### config.mk
export PLATFORM = sky130hd
export DESIGN_NAME = aes_block_buffer_flat
export DESIGN_NICKNAME = d
export VERILOG_FILES = /design/src/rtl/aes_block_buffer_if.sv /design/src/rtl/aes_block_buffer.sv /design/src/flat_wrapper.sv
export SDC_FILE = /design/constraint.sdc
export NUM_CORES = 1
export LEC_CHECK = 0
export ABC_AREA = 1
export CAP_MARGIN = 20
export CORE_ASPECT_RATIO = 0.5
export CORE_UTILIZATION = 50
export CTS_CLUSTER_DIAMETER = 80
export DETAILED_ROUTE_END_ITERATION = 6
export GPL_TIMING_DRIVEN = 0
export PLACE_DENSITY = 0.83
export SLEW_MARGIN = 15
export SYNTH_ARGS = -nofsm -noshare
export SYNTH_HDL_FRONTEND = slang
export SYNTH_SLANG_ARGS = --single-unit
### constraint.sdc
create_clock -name clk -period 4.08 [get_ports clk]
set_clock_uncertainty 0.1 [all_clocks]
set_input_delay 0.816 -clock clk [delete_from_list [all_inputs] [get_ports clk]]
set_output_delay 0.816 -clock clk [all_outputs]
set_load 0.1 [all_outputs]
### src/rtl/aes_block_buffer_if.sv
// Bus bundle between the AHB-side controller and the AES block buffer.
//   clear     : synchronous abort of both paths
//   shift_en  : move one word this cycle (direction picked by ahb_mode)
//   ahb_mode  : 0 = RX (wdata in), 1 = TX (rdata out)
//   wdata     : word written into the RX buffer
//   rdata     : current TX word (combinational)
//   blk_out   : assembled block to the AES core, blk_valid/blk_ready handshake
//   res_in    : result block from the AES core, res_valid/res_ready handshake
//   rx_cnt    : words held in the RX buffer (0..WORDS)
//   tx_cnt    : words still to send from the TX buffer (0..WORDS)
//   rx_ovf    : sticky, an RX word was dropped
//   tx_udf    : sticky, a TX read happened with nothing to send
// slave = the buffer, master = the controller / AES core side.
interface aes_block_buffer_if #(
    parameter int WORD_W = 32,
    parameter int WORDS  = 4
);
    localparam int BLK_W = WORD_W * WORDS;
    localparam int CNT_W = $clog2(WORDS + 1);

    logic              clear;
    logic              shift_en;
    logic              ahb_mode;
    logic [WORD_W-1:0] wdata;
    logic [WORD_W-1:0] rdata;
    logic [BLK_W-1:0]  blk_out;
    logic              blk_valid;
    logic              blk_ready;
    logic [BLK_W-1:0]  res_in;
    logic              res_valid;
    logic              res_ready;
    logic [CNT_W-1:0]  rx_cnt;
    logic [CNT_W-1:0]  tx_cnt;
    logic              rx_ovf;
    logic              tx_udf;

    modport slave (
        input  clear, shift_en, ahb_mode, wdata, blk_ready, res_in, res_valid,
        output rdata, blk_out, blk_valid, res_ready, rx_cnt, tx_cnt, rx_ovf, tx_udf
    );

    modport master (
        output clear, shift_en, ahb_mode, wdata, blk_ready, res_in, res_valid,
        input  rdata, blk_out, blk_valid, res_ready, rx_cnt, tx_cnt, rx_ovf, tx_udf
    );
endinterface

### src/rtl/aes_block_buffer.sv
// Word/block staging buffer between the AHB-lite slave and the AES core.
// RX path collects WORDS words (first word = MSBs) into one block and offers it
// to the core with blk_valid/blk_ready. TX path captures a result block and
// hands it back one word per TX shift, MSB word first, with zero latency.
// Ports:
//   clk   : clock, rising edge
//   n_rst : asynchronous active-low reset
//   bus   : aes_block_buffer_if.slave (see interface file for signal list)
// WORDS must be at least 2.
module aes_block_buffer #(
    parameter int WORD_W = 32,
    parameter int WORDS  = 4
) (
    input  logic                clk,
    input  logic                n_rst,
    aes_block_buffer_if.slave   bus
);
    localparam int BLK_W = WORD_W * WORDS;
    localparam int CNT_W = $clog2(WORDS + 1);
    localparam int IDX_W = (WORDS > 1) ? $clog2(WORDS) : 1;

    typedef enum logic {RX_FILL = 1'b0, RX_FULL = 1'b1} rx_state_t;
    typedef enum logic {TX_EMPTY = 1'b0, TX_DRAIN = 1'b1} tx_state_t;

    rx_state_t         rx_state_q, rx_state_d;
    logic [CNT_W-1:0]  rx_cnt_q, rx_cnt_d;
    logic [WORD_W-1:0] rx_slot_q [WORDS];
    logic [WORD_W-1:0] rx_slot_d [WORDS];
    logic              rx_ovf_q, rx_ovf_d;

    tx_state_t         tx_state_q, tx_state_d;
    logic [CNT_W-1:0]  tx_cnt_q, tx_cnt_d;
    logic [BLK_W-1:0]  tx_buf_q, tx_buf_d;
    logic              tx_udf_q, tx_udf_d;

    logic              rx_wr;
    logic              tx_rd;
    logic [BLK_W-1:0]  blk_out;
    logic [WORD_W-1:0] tx_word [WORDS];
    logic [IDX_W-1:0]  tx_idx;

    assign rx_wr = bus.shift_en & ~bus.ahb_mode;
    assign tx_rd = bus.shift_en & bus.ahb_mode;

    // ---------------- RX path ----------------
    always_comb begin
        rx_state_d = rx_state_q;
        rx_cnt_d   = rx_cnt_q;
        rx_slot_d  = rx_slot_q;
        rx_ovf_d   = rx_ovf_q;
        if (bus.clear) begin
            rx_state_d = RX_FILL;
            rx_cnt_d   = '0;
            rx_ovf_d   = 1'b0;
            for (int i = 0; i < WORDS; i++) rx_slot_d[i] = '0;
        end else begin
            case (rx_state_q)
                RX_FILL: begin
                    if (rx_wr) begin
                        rx_slot_d[rx_cnt_q[IDX_W-1:0]] = bus.wdata;
                        if (rx_cnt_q == CNT_W'(WORDS - 1)) begin
                            rx_state_d = RX_FULL;
                            rx_cnt_d   = CNT_W'(WORDS);
                        end else begin
                            rx_cnt_d = rx_cnt_q + 1'b1;
                        end
                    end
                end
                RX_FULL: begin
                    if (bus.blk_ready) begin
                        // The consuming cycle also frees slot 0, so a word
                        // arriving on the same edge starts the next block.
                        rx_state_d = RX_FILL;
                        if (rx_wr) begin
                            rx_slot_d[0] = bus.wdata;
                            rx_cnt_d     = CNT_W'(1);
                        end else begin
                            rx_cnt_d = '0;
                        end
                    end else if (rx_wr) begin
                        rx_ovf_d = 1'b1;
                    end
                end
                default: rx_state_d = RX_FILL;
            endcase
        end
    end

    always_ff @(posedge clk or negedge n_rst) begin
        if (!n_rst) begin
            rx_state_q <= RX_FILL;
            rx_cnt_q   <= '0;
            rx_ovf_q   <= 1'b0;
        end else begin
            rx_state_q <= rx_state_d;
            rx_cnt_q   <= rx_cnt_d;
            rx_ovf_q   <= rx_ovf_d;
        end
    end

    // Slot 0 sits in the most significant word of blk_out.
    generate
        for (genvar gi = 0; gi < WORDS; gi++) begin : g_rx_slot
            always_ff @(posedge clk or negedge n_rst) begin
                if (!n_rst) rx_slot_q[gi] <= '0;
                else        rx_slot_q[gi] <= rx_slot_d[gi];
            end
            assign blk_out[BLK_W-1-gi*WORD_W -: WORD_W] = rx_slot_q[gi];
        end
    endgenerate

    // ---------------- TX path ----------------
    always_comb begin
        tx_state_d = tx_state_q;
        tx_cnt_d   = tx_cnt_q;
        tx_buf_d   = tx_buf_q;
        tx_udf_d   = tx_udf_q;
        if (bus.clear) begin
            tx_state_d = TX_EMPTY;
            tx_cnt_d   = '0;
            tx_buf_d   = '0;
            tx_udf_d   = 1'b0;
        end else begin
            case (tx_state_q)
                TX_EMPTY: begin
                    if (tx_rd) tx_udf_d = 1'b1;
                    if (bus.res_valid) begin
                        tx_buf_d   = bus.res_in;
                        tx_cnt_d   = CNT_W'(WORDS);
                        tx_state_d = TX_DRAIN;
                    end
                end
                TX_DRAIN: begin
                    // res_valid is deliberately ignored here; res_ready is low.
                    if (tx_rd) begin
                        tx_cnt_d = tx_cnt_q - 1'b1;
                        if (tx_cnt_q == CNT_W'(1)) tx_state_d = TX_EMPTY;
                    end
                end
                default: tx_state_d = TX_EMPTY;
            endcase
        end
    end

    always_ff @(posedge clk or negedge n_rst) begin
        if (!n_rst) begin
            tx_state_q <= TX_EMPTY;
            tx_cnt_q   <= '0;
            tx_buf_q   <= '0;
            tx_udf_q   <= 1'b0;
        end else begin
            tx_state_q <= tx_state_d;
            tx_cnt_q   <= tx_cnt_d;
            tx_buf_q   <= tx_buf_d;
            tx_udf_q   <= tx_udf_d;
        end
    end

    generate
        for (genvar gi = 0; gi < WORDS; gi++) begin : g_tx_word
            assign tx_word[gi] = tx_buf_q[BLK_W-1-gi*WORD_W -: WORD_W];
        end
    endgenerate

    // Words already sent = WORDS - tx_cnt, which is the next word to present.
    assign tx_idx = IDX_W'(CNT_W'(WORDS) - tx_cnt_q);

    // ---------------- outputs ----------------
    assign bus.blk_out   = blk_out;
    assign bus.blk_valid = (rx_state_q == RX_FULL);
    assign bus.rx_cnt    = rx_cnt_q;
    assign bus.rx_ovf    = rx_ovf_q;
    assign bus.rdata     = (tx_state_q == TX_DRAIN) ? tx_word[tx_idx] : '0;
    assign bus.res_ready = (tx_cnt_q == '0);
    assign bus.tx_cnt    = tx_cnt_q;
    assign bus.tx_udf    = tx_udf_q;
endmodule

### src/flat_wrapper.sv
// flat-port wrapper written by rule: the top's interface ports become plain ports
module aes_block_buffer_flat 
#(
    parameter int WORD_W = 32,
    parameter int WORDS  = 4
)
  (clk, n_rst, bus_clear, bus_shift_en, bus_ahb_mode, bus_wdata, bus_blk_ready, bus_res_in, bus_res_valid, bus_rdata, bus_blk_out, bus_blk_valid, bus_res_ready, bus_rx_cnt, bus_tx_cnt, bus_rx_ovf, bus_tx_udf);
  aes_block_buffer_if #(.WORD_W(WORD_W), .WORDS(WORDS)) bus_i ();
  input  logic clk;
  input  logic n_rst;
  input wire logic [$bits(bus_i.clear)-1:0] bus_clear;
  input wire logic [$bits(bus_i.shift_en)-1:0] bus_shift_en;
  input wire logic [$bits(bus_i.ahb_mode)-1:0] bus_ahb_mode;
  input wire logic [$bits(bus_i.wdata)-1:0] bus_wdata;
  input wire logic [$bits(bus_i.blk_ready)-1:0] bus_blk_ready;
  input wire logic [$bits(bus_i.res_in)-1:0] bus_res_in;
  input wire logic [$bits(bus_i.res_valid)-1:0] bus_res_valid;
  output wire logic [$bits(bus_i.rdata)-1:0] bus_rdata;
  output wire logic [$bits(bus_i.blk_out)-1:0] bus_blk_out;
  output wire logic [$bits(bus_i.blk_valid)-1:0] bus_blk_valid;
  output wire logic [$bits(bus_i.res_ready)-1:0] bus_res_ready;
  output wire logic [$bits(bus_i.rx_cnt)-1:0] bus_rx_cnt;
  output wire logic [$bits(bus_i.tx_cnt)-1:0] bus_tx_cnt;
  output wire logic [$bits(bus_i.rx_ovf)-1:0] bus_rx_ovf;
  output wire logic [$bits(bus_i.tx_udf)-1:0] bus_tx_udf;
  assign bus_i.clear = bus_clear;
  assign bus_i.shift_en = bus_shift_en;
  assign bus_i.ahb_mode = bus_ahb_mode;
  assign bus_i.wdata = bus_wdata;
  assign bus_i.blk_ready = bus_blk_ready;
  assign bus_i.res_in = bus_res_in;
  assign bus_i.res_valid = bus_res_valid;
  assign bus_rdata = bus_i.rdata;
  assign bus_blk_out = bus_i.blk_out;
  assign bus_blk_valid = bus_i.blk_valid;
  assign bus_res_ready = bus_i.res_ready;
  assign bus_rx_cnt = bus_i.rx_cnt;
  assign bus_tx_cnt = bus_i.tx_cnt;
  assign bus_rx_ovf = bus_i.rx_ovf;
  assign bus_tx_udf = bus_i.tx_udf;
  aes_block_buffer #(.WORD_W(WORD_W), .WORDS(WORDS)) u_core (.clk(clk), .n_rst(n_rst), .bus(bus_i));
endmodule
==> results of run 1 <==
==> worst paths after layout <==
| kind | to | from |
|---|---|---|
| worst max register to register | u_core.bus.tx_cnt[1]$_DFFE_PN0P_ | u_core.bus.tx_cnt[0]$_DFFE_PN0P_ |
| min in group clk | u_core.bus.blk_out[3]$_DFFE_PN0P_ | u_core.bus.blk_out[3]$_DFFE_PN0P_ |
| worst max-delay path | bus_rdata[20] | u_core.bus.tx_cnt[0]$_DFFE_PN0P_ |
| worst min register to register | u_core.bus.blk_out[3]$_DFFE_PN0P_ | u_core.bus.blk_out[3]$_DFFE_PN0P_ |
| worst min-delay path | u_core.tx_buf_q[41]$_DFFE_PN0P_ | n_rst |
| max in group asynchronous | u_core.bus.blk_out[21]$_DFFE_PN0P_ | n_rst |
==> synthesized netlist by cell type, types with 8 or more instances <==
| library cell | count | area share [%] |
|---|---|---|
| nand2_1 | 446 | 14 |
| inv_1 | 141 | 4.3 |
| o21ai_0 | 132 | 5.4 |
| nand3_2 | 13 | 1.1 |
| buf_2 | 47 | 1.9 |
| nor2_1 | 40 | 1.2 |
| clkbuf_1 | 45 | 1.4 |
| dfrtp_1 | 266 | 54 |
| nand3_1 | 284 | 12 |
| buf_1 | 13 | 0.40 |
| ha_1 | 8 | 0.81 |
| a21oi_1 | 33 | 1.3 |
| nand4_1 | 32 | 1.6 |
==> repair_timing <==
item / 4_1_cts / 5_1_grt
hold buffers: 0 / 0
endpoints found under the setup margin: 33 / 23
resized for setup: 193 / 9
pin swaps: 0 / 0
==> layer usage <==
layer | share of wire [%] | global-route usage (%) | vias up
met5 | 0 | 0 | -
met4 | 3.9 | 12.7 | 0
met3 | 6.3 | 5.14 | 109
met2 | 48 | 52.2 | 475
met1 | 42 | 42.4 | 5783
li1 | - | - | 5632
==> sequential cells by signal, indices dropped and copies added (netlist names) <==
name and cells:
u_core.bus.blk_valid 1, u_core.bus.rx_cnt 3, u_core.bus.rx_ovf 1, u_core.bus.tx_udf 1
u_core.tx_state_q 1, u_core.bus.tx_cnt 3, u_core.tx_buf_q 128, u_core.bus.blk_out 128
==> cells in the final DEF, fill, tap and decap left out, drive strengths merged, types with 6 or more instances in the layout <==
| cell type | netlist | final |
|---|---|---|
| a21oi | 33 | 33 |
| buf | 71 | 105 |
| clkbuf | 46 | 78 |
| clkdlybuf4s50 | 0 | 302 |
| clkinv | 0 | 6 |
| dfrtp | 266 | 266 |
| ha | 8 | 8 |
| inv | 145 | 145 |
| nand2 | 447 | 447 |
| nand3 | 297 | 297 |
| nand4 | 32 | 32 |
| nor2 | 44 | 44 |
| o21ai | 132 | 132 |
==> critical path, cell delays in order, from the launching register on <==
cell      delay (ns)
dfrtp_2         0.47
inv_1           0.11
buf_4           0.26
ha_1            0.27
clkbuf_1        0.24
inv_2           0.20
buf_2           0.26
nand3_1         0.21
a21oi_4         0.23
buf_6           0.24
==> power by group <==
group          switching, W  leakage [nW]  internal (W)
Clock               0.00101         0.375       0.00125
Combinational       0.00173          4.31      0.000600
Sequential         0.000105          3.58       0.00285
==> stage by stage <==
step	cells	hold slack, ns	power [W]
3_5_place_dp	2201	0.358	0.00531
5_1_grt	2243	0.163	0.00782
4_1_cts	2240	0.162	0.00754
6_report	2243	0.116	0.00755
2_1_floorplan	1525	0.404	0.00455
3_3_place_gp	2196	0.353	0.00527
==> final cells by class <==
| cell class | instances | area, sq um |
|---|---|---|
| multi-input cells | 997 | 4900 |
| plain buffers | 116 | 571 |
| flip-flops and latches | 266 | 6660 |
| repair buffers | 340 | 3400 |
| clock buffers | 31 | 656 |
| diodes | 3 | 7.51 |
| fillers | 1875 | 6820 |
| well taps | 336 | 420 |
| inverters | 145 | 544 |
| clock inverters | 9 | 97.6 |
==> logic make-up (layout without fill, tap and decap cells) <==
logic type      Yosys count  count (layout)  synth area share [%]
compound gates          166             166                  6.75
fa+ha+maj                 8               8                 0.812
buf+inv                 262             641                  8.98
flops                   266             266                  54.0
other cells               0               3                     0
simple gates            823             823                  29.5
==> out/qor.yml, run 1 <==
reg2reg_depth: 8
postSynthRegisterBits: 266
htreeDepth: 1
io-pin-count: 337
max-cap-violations: 0
drt_drc_violations_left: 0
worstSkewPairLatency_ns: 0.53
cp_max_fo: 19
detailedRoute.firstIterationViolations: 1255
grt_setup_unrepaired: "no"
floorplan.die_area_sq_um: 25300
global_placer_s_final_weighted_congestion: 0.935
total_leakage_power_nw: 8.26
pre_cts_slack_ns: -0.913
die_width_um: 224
post_route_ant_nets: 0
async_reset_ff_share_pct: 100
synth.distinct_cells: 23
avgRoutedWirePerCell_um: 18.0
post_route_fraction_of_the_period_consumed_by_the_critical_path_pct: 97.1
cts_tree: "built"
worstPathArrival_ns: 3.05
avgViaCountPerCell: 5.35
cts.clk_slew.worst_paths_ns: 0.07
hpwl_mm: 29.2
timing_max_transition_violations_final: 0
setup_slack_ns: 0.118
root_buffer: "clkbuf_16"
ys.warnings.count: 0
endpoint_kind: "primary output"
stdcell_area_sq_um: 17300
drtPass1Iterations: 5
maxSlewHeadroom_pct: 27.8
number_of_antenna_violations_at_the_first_check_in_global_routing: 3
achievable-frequency_mhz: 252
syn2layout_area_growth_pct: 40.0
worst_ep_required_time_ns: 3.16
drive_above_1_share_pct: 10.4
synth.cell_area_sq_um: 12300
synth_cells: 1525
run_status: "finished clean"
max_slew.worst_pin.slew_ns: 1.08
yosysSeqAreaShare_pct: 54.0
placement.cell_area_sq_um: 16500
tritoncts.num_buffers: 23
grt_overflow: 0
avgSynthCellArea_sq_um: 8.08
postCtsSetupRepairBufs: 0
globalRouteTotalUtil_pct: 31.7
syn_nets: 1700
vdd_ir_drop_max_uv: 396
setup.reg_to_reg.worst_slack_ns: 1.83
grt_pass1_vias: 11600
finalSetupViolations: 0
clock_tree.buffer_depth: 3
setup.worst_path.class: "flop to primary output"
route.vias.total: 12000
global_route_wire_length_before_repair_mm: 62.9
power_density_nw_per_um2: 437
synth_flop_cell: "dfrtp_1"
startpoint_type: "flop"
rows: 40
timing.setup.tns_ns: 0
postRouteWirelength_mm: 40.3
postLayoutCoreUtil_pct: 71.7
area_of_the_core_sq_um: 24100
floorplan.die.height_um: 113
grt_start_max_net_pins: 102
floorplan.initialDensity_pct: 51.2
worst_hold_path_type: "input pin to async pin"
cts_sinks: 266
finalCriticalPeriod_ns: 3.96
place.port_buffers: 335
final_net_count: 2064
report.final.hold_viol_count: 0
synth_enable_flop_cells: 0
(Power assumes the default switching activity.)
==> run 2: changes to the inputs <==
--- a/config.mk
+++ b/config.mk
@@ -13,7 +13,6 @@
 export DETAILED_ROUTE_END_ITERATION = 6
 export GPL_TIMING_DRIVEN = 0
 export PLACE_DENSITY = 0.83
-export SLEW_MARGIN = 15
 export SYNTH_ARGS = -nofsm -noshare
 export SYNTH_HDL_FRONTEND = slang
 export SYNTH_SLANG_ARGS = --single-unit
==> constraint.sdc (replaced) <==
create_clock -name clk -period 4.08 [get_ports clk]
set_clock_uncertainty 0.1 [all_clocks]
set_input_delay 0.816 -clock clk [delete_from_list [all_inputs] [get_ports clk]]
set_output_delay 0.816 -clock clk [all_outputs]
set_load 0.02 [all_outputs]
==> run 2 against run 1 <==
Final cell count shrank 0.18%; first-iteration DRC count grew 1.1%; power fell by 9.5%; sequential share of layout area rose by 0.49 points; clock power up 6%; hold slack worse by 0.0045 ns; worst setup slack improved by 0.015 ns; wire length is 2.3% lower; die area unchanged; critical endpoint is now bus_rdata[21]; largest cell class unchanged; highest routed layer unchanged.
==> out/qor.yml, run 2 (synthesis results as in run 1) <==
run_status: "finished clean"  # unchanged
worstSkewPairLatency_ns: 0.53  # about the same
startpoint_type: "flop"  # unchanged
hold_buf_cts: 0  # unchanged
timing.setup.tns_ns: 0  # unchanged
finalSetupViolations: 0  # unchanged
hpwl_mm: 28.3  # was 29.2 mm
floorplan.die_area_sq_um: 25300  # unchanged
worst_hold_path_type: "input pin to async pin"  # unchanged
globalRouteTotalUtil_pct: 30.8  # was 31.7%
root_buffer: "clkbuf_16"  # unchanged
rows: 40  # unchanged
postRouteWirelength_mm: 39.4  # was 40.3 mm
post_route_fraction_of_the_period_consumed_by_the_critical_path_pct: 96.7  # was 97.1%
setup.reg_to_reg.worst_slack_ns: 1.98  # was 1.83 ns
endpoint_kind: "primary output"  # unchanged
finalCriticalPeriod_ns: 3.95  # was 3.96 ns
clock_tree.buffer_depth: 3  # unchanged
grt_pass1_vias: 11400  # was 11.6k
floorplan.initialDensity_pct: 51.2  # unchanged
grt_start_max_net_pins: 126  # was 102
worst_ep_required_time_ns: 3.16  # about the same
postCtsSetupRepairBufs: 0  # unchanged
cts_tree: "built"  # unchanged
fillers: 1870  # was 1875
report.final.hold_viol_count: 0  # unchanged
drtPass1Iterations: 6  # was 5
die_width_um: 224  # unchanged
p_total_w: 0.00683  # was 0.00755 W
global_route_wire_length_before_repair_mm: 61.2  # was 62.9 mm
worstPathArrival_ns: 3.03  # was 3.05 ns
route.vias.total: 12000  # about the same
timing_max_transition_violations_final: 0  # unchanged
number_of_antenna_violations_at_the_first_check_in_global_routing: 2  # was 3
final_net_count: 2061  # was 2064
regToRegStartpoint: "u_core.bus.rx_cnt[0]$_DFFE_PN0P_"  # was u_core.bus.tx_cnt[0]$_DFFE_PN0P_
setup.worst_path.class: "flop to primary output"  # unchanged
layout.cells.most_common: "nand2_1"  # unchanged
global_placer_s_final_weighted_congestion: 0.892  # was 0.935
achievable-frequency_mhz: 253  # was 252 MHz
drive_above_1_share_pct: 6.89  # was 10.4%
vdd_ir_drop_max_uv: 270  # was 396 uV
avgViaCountPerCell: 5.36  # was 5.35
max_slew.worst_pin.slew_ns: 0.682  # was 1.08 ns
detailedRoute.firstIterationViolations: 1269  # was 1255
area_of_the_core_sq_um: 24100  # unchanged
grt_overflow: 0  # unchanged
tritoncts.num_buffers: 24  # was 23
r2r-end: "u_core.bus.blk_out[114]$_DFFE_PN0P_"  # was u_core.bus.tx_cnt[1]$_DFFE_PN0P_
cp_max_fo: 19  # unchanged
finalHoldWorstSlack_ns: 0.112  # was 0.116 ns
layout_common_cells: "446 x nand2_1, 314 x clkdlybuf4s50_1, 284 x nand3_1, 266 x dfrtp_1, 140 x inv_1"  # was 446 x nand2_1, 302 x clkdlybuf4s50_1, 284 x nand3_1, 265 x dfrtp_1, 140 x inv_1
io-pin-count: 337  # unchanged
htreeDepth: 1  # unchanged
power_density_nw_per_um2: 401  # was 437 nW/um^2
place.port_buffers: 335  # unchanged
dpl.cell_count: 2198  # was 2201
syn2layout_area_growth_pct: 38.2  # was 40.0%
avgRoutedWirePerCell_um: 17.6  # was 18.0 um
post_route_ant_nets: 0  # unchanged
reg2reg_depth: 8  # unchanged
total_leakage_power_nw: 8.53  # was 8.26 nW
maxSlewHeadroom_pct: 54.5  # was 27.8%
postLayoutCoreUtil_pct: 70.8  # was 71.7%
cts.clk_slew.worst_paths_ns: 0.06  # was 0.07 ns
finish.cell_count_without_fillers: 2239  # was 2243
grt_setup_unrepaired: "no"  # unchanged
cts-resized-gates: 10  # was 193
cts_sinks: 266  # unchanged
max-cap-violations: 0  # unchanged
drt_drc_violations_left: 0  # unchanged
floorplan.die.height_um: 113  # unchanged
==> run 2: how the worst max path moves through the flow <==
stage,startpoint,end,slack [ns],depth (start not counted)
6_report,u_core.bus.tx_cnt[0]$_DFFE_PN0P_,bus_rdata[21],0.13,8
5_1_grt,u_core.bus.tx_cnt[0]$_DFFE_PN0P_,bus_rdata[14],0.01,8
4_1_cts,u_core.bus.tx_cnt[0]$_DFFE_PN0P_,bus_rdata[2],0.04,8
3_5_place_dp,u_core.bus.tx_cnt[0]$_DFFE_PN0P_,bus_rdata[17],-0.20,10
3_3_place_gp,n_rst,u_core.bus.blk_out[26]$_DFFE_PN0P_,-9.15,1
2_1_floorplan,u_core.bus.tx_cnt[0]$_DFFE_PN0P_,bus_rdata[10],0.84,9
==> run 2: final cells by class <==
class / count / area, sq um / share of cell area (%)
antenna: 2 / 5.00 / 0.0294
clock inverter: 8 / 115 / 0.676
tap: 336 / 420 / 2.47
timing repair buffer: 337 / 3460 / 20.3
clock buffer: 33 / 696 / 4.08
sequential: 266 / 6660 / 39.1
inverter: 145 / 544 / 3.20
buffer: 115 / 573 / 3.36
multi-input combinational: 997 / 4570 / 26.8
==> run 2: through the flow <==
| stage | setup slack, ns | instance area (sq um) |
|---|---|---|
| after floorplan | 0.843 | 12300 |
| final | 0.133 | 17000 |
| after global placement | -9.15 | 16100 |
| after detailed placement | -0.196 | 16200 |
| after CTS | 0.0403 | 17000 |
| after global routing | 0.0122 | 17000 |
==> run 2: critical path, stage by stage, from the launching register on <==
cell,delay (ns)
dfrtp_1,0.45
inv_1,0.13
buf_6,0.20
ha_2,0.36
inv_2,0.15
buf_2,0.25
nand3_1,0.11
a21oi_1,0.19
clkdlybuf4s50_1,0.63
==> run 2: power breakdown <==
part | internal, W | switching [W]
registers | 0.00285 | 0.000104
clock network | 0.00138 | 0.00102
logic | 0.000586 | 0.000896
==> run 2: layer usage <==
metal / GRT usage [%] / share of wire, %
met1: 41.8 / 42
met2: 50.3 / 47
met3: 5.63 / 7.2
met4: 10.8 / 3.6
met5: 0 / 0
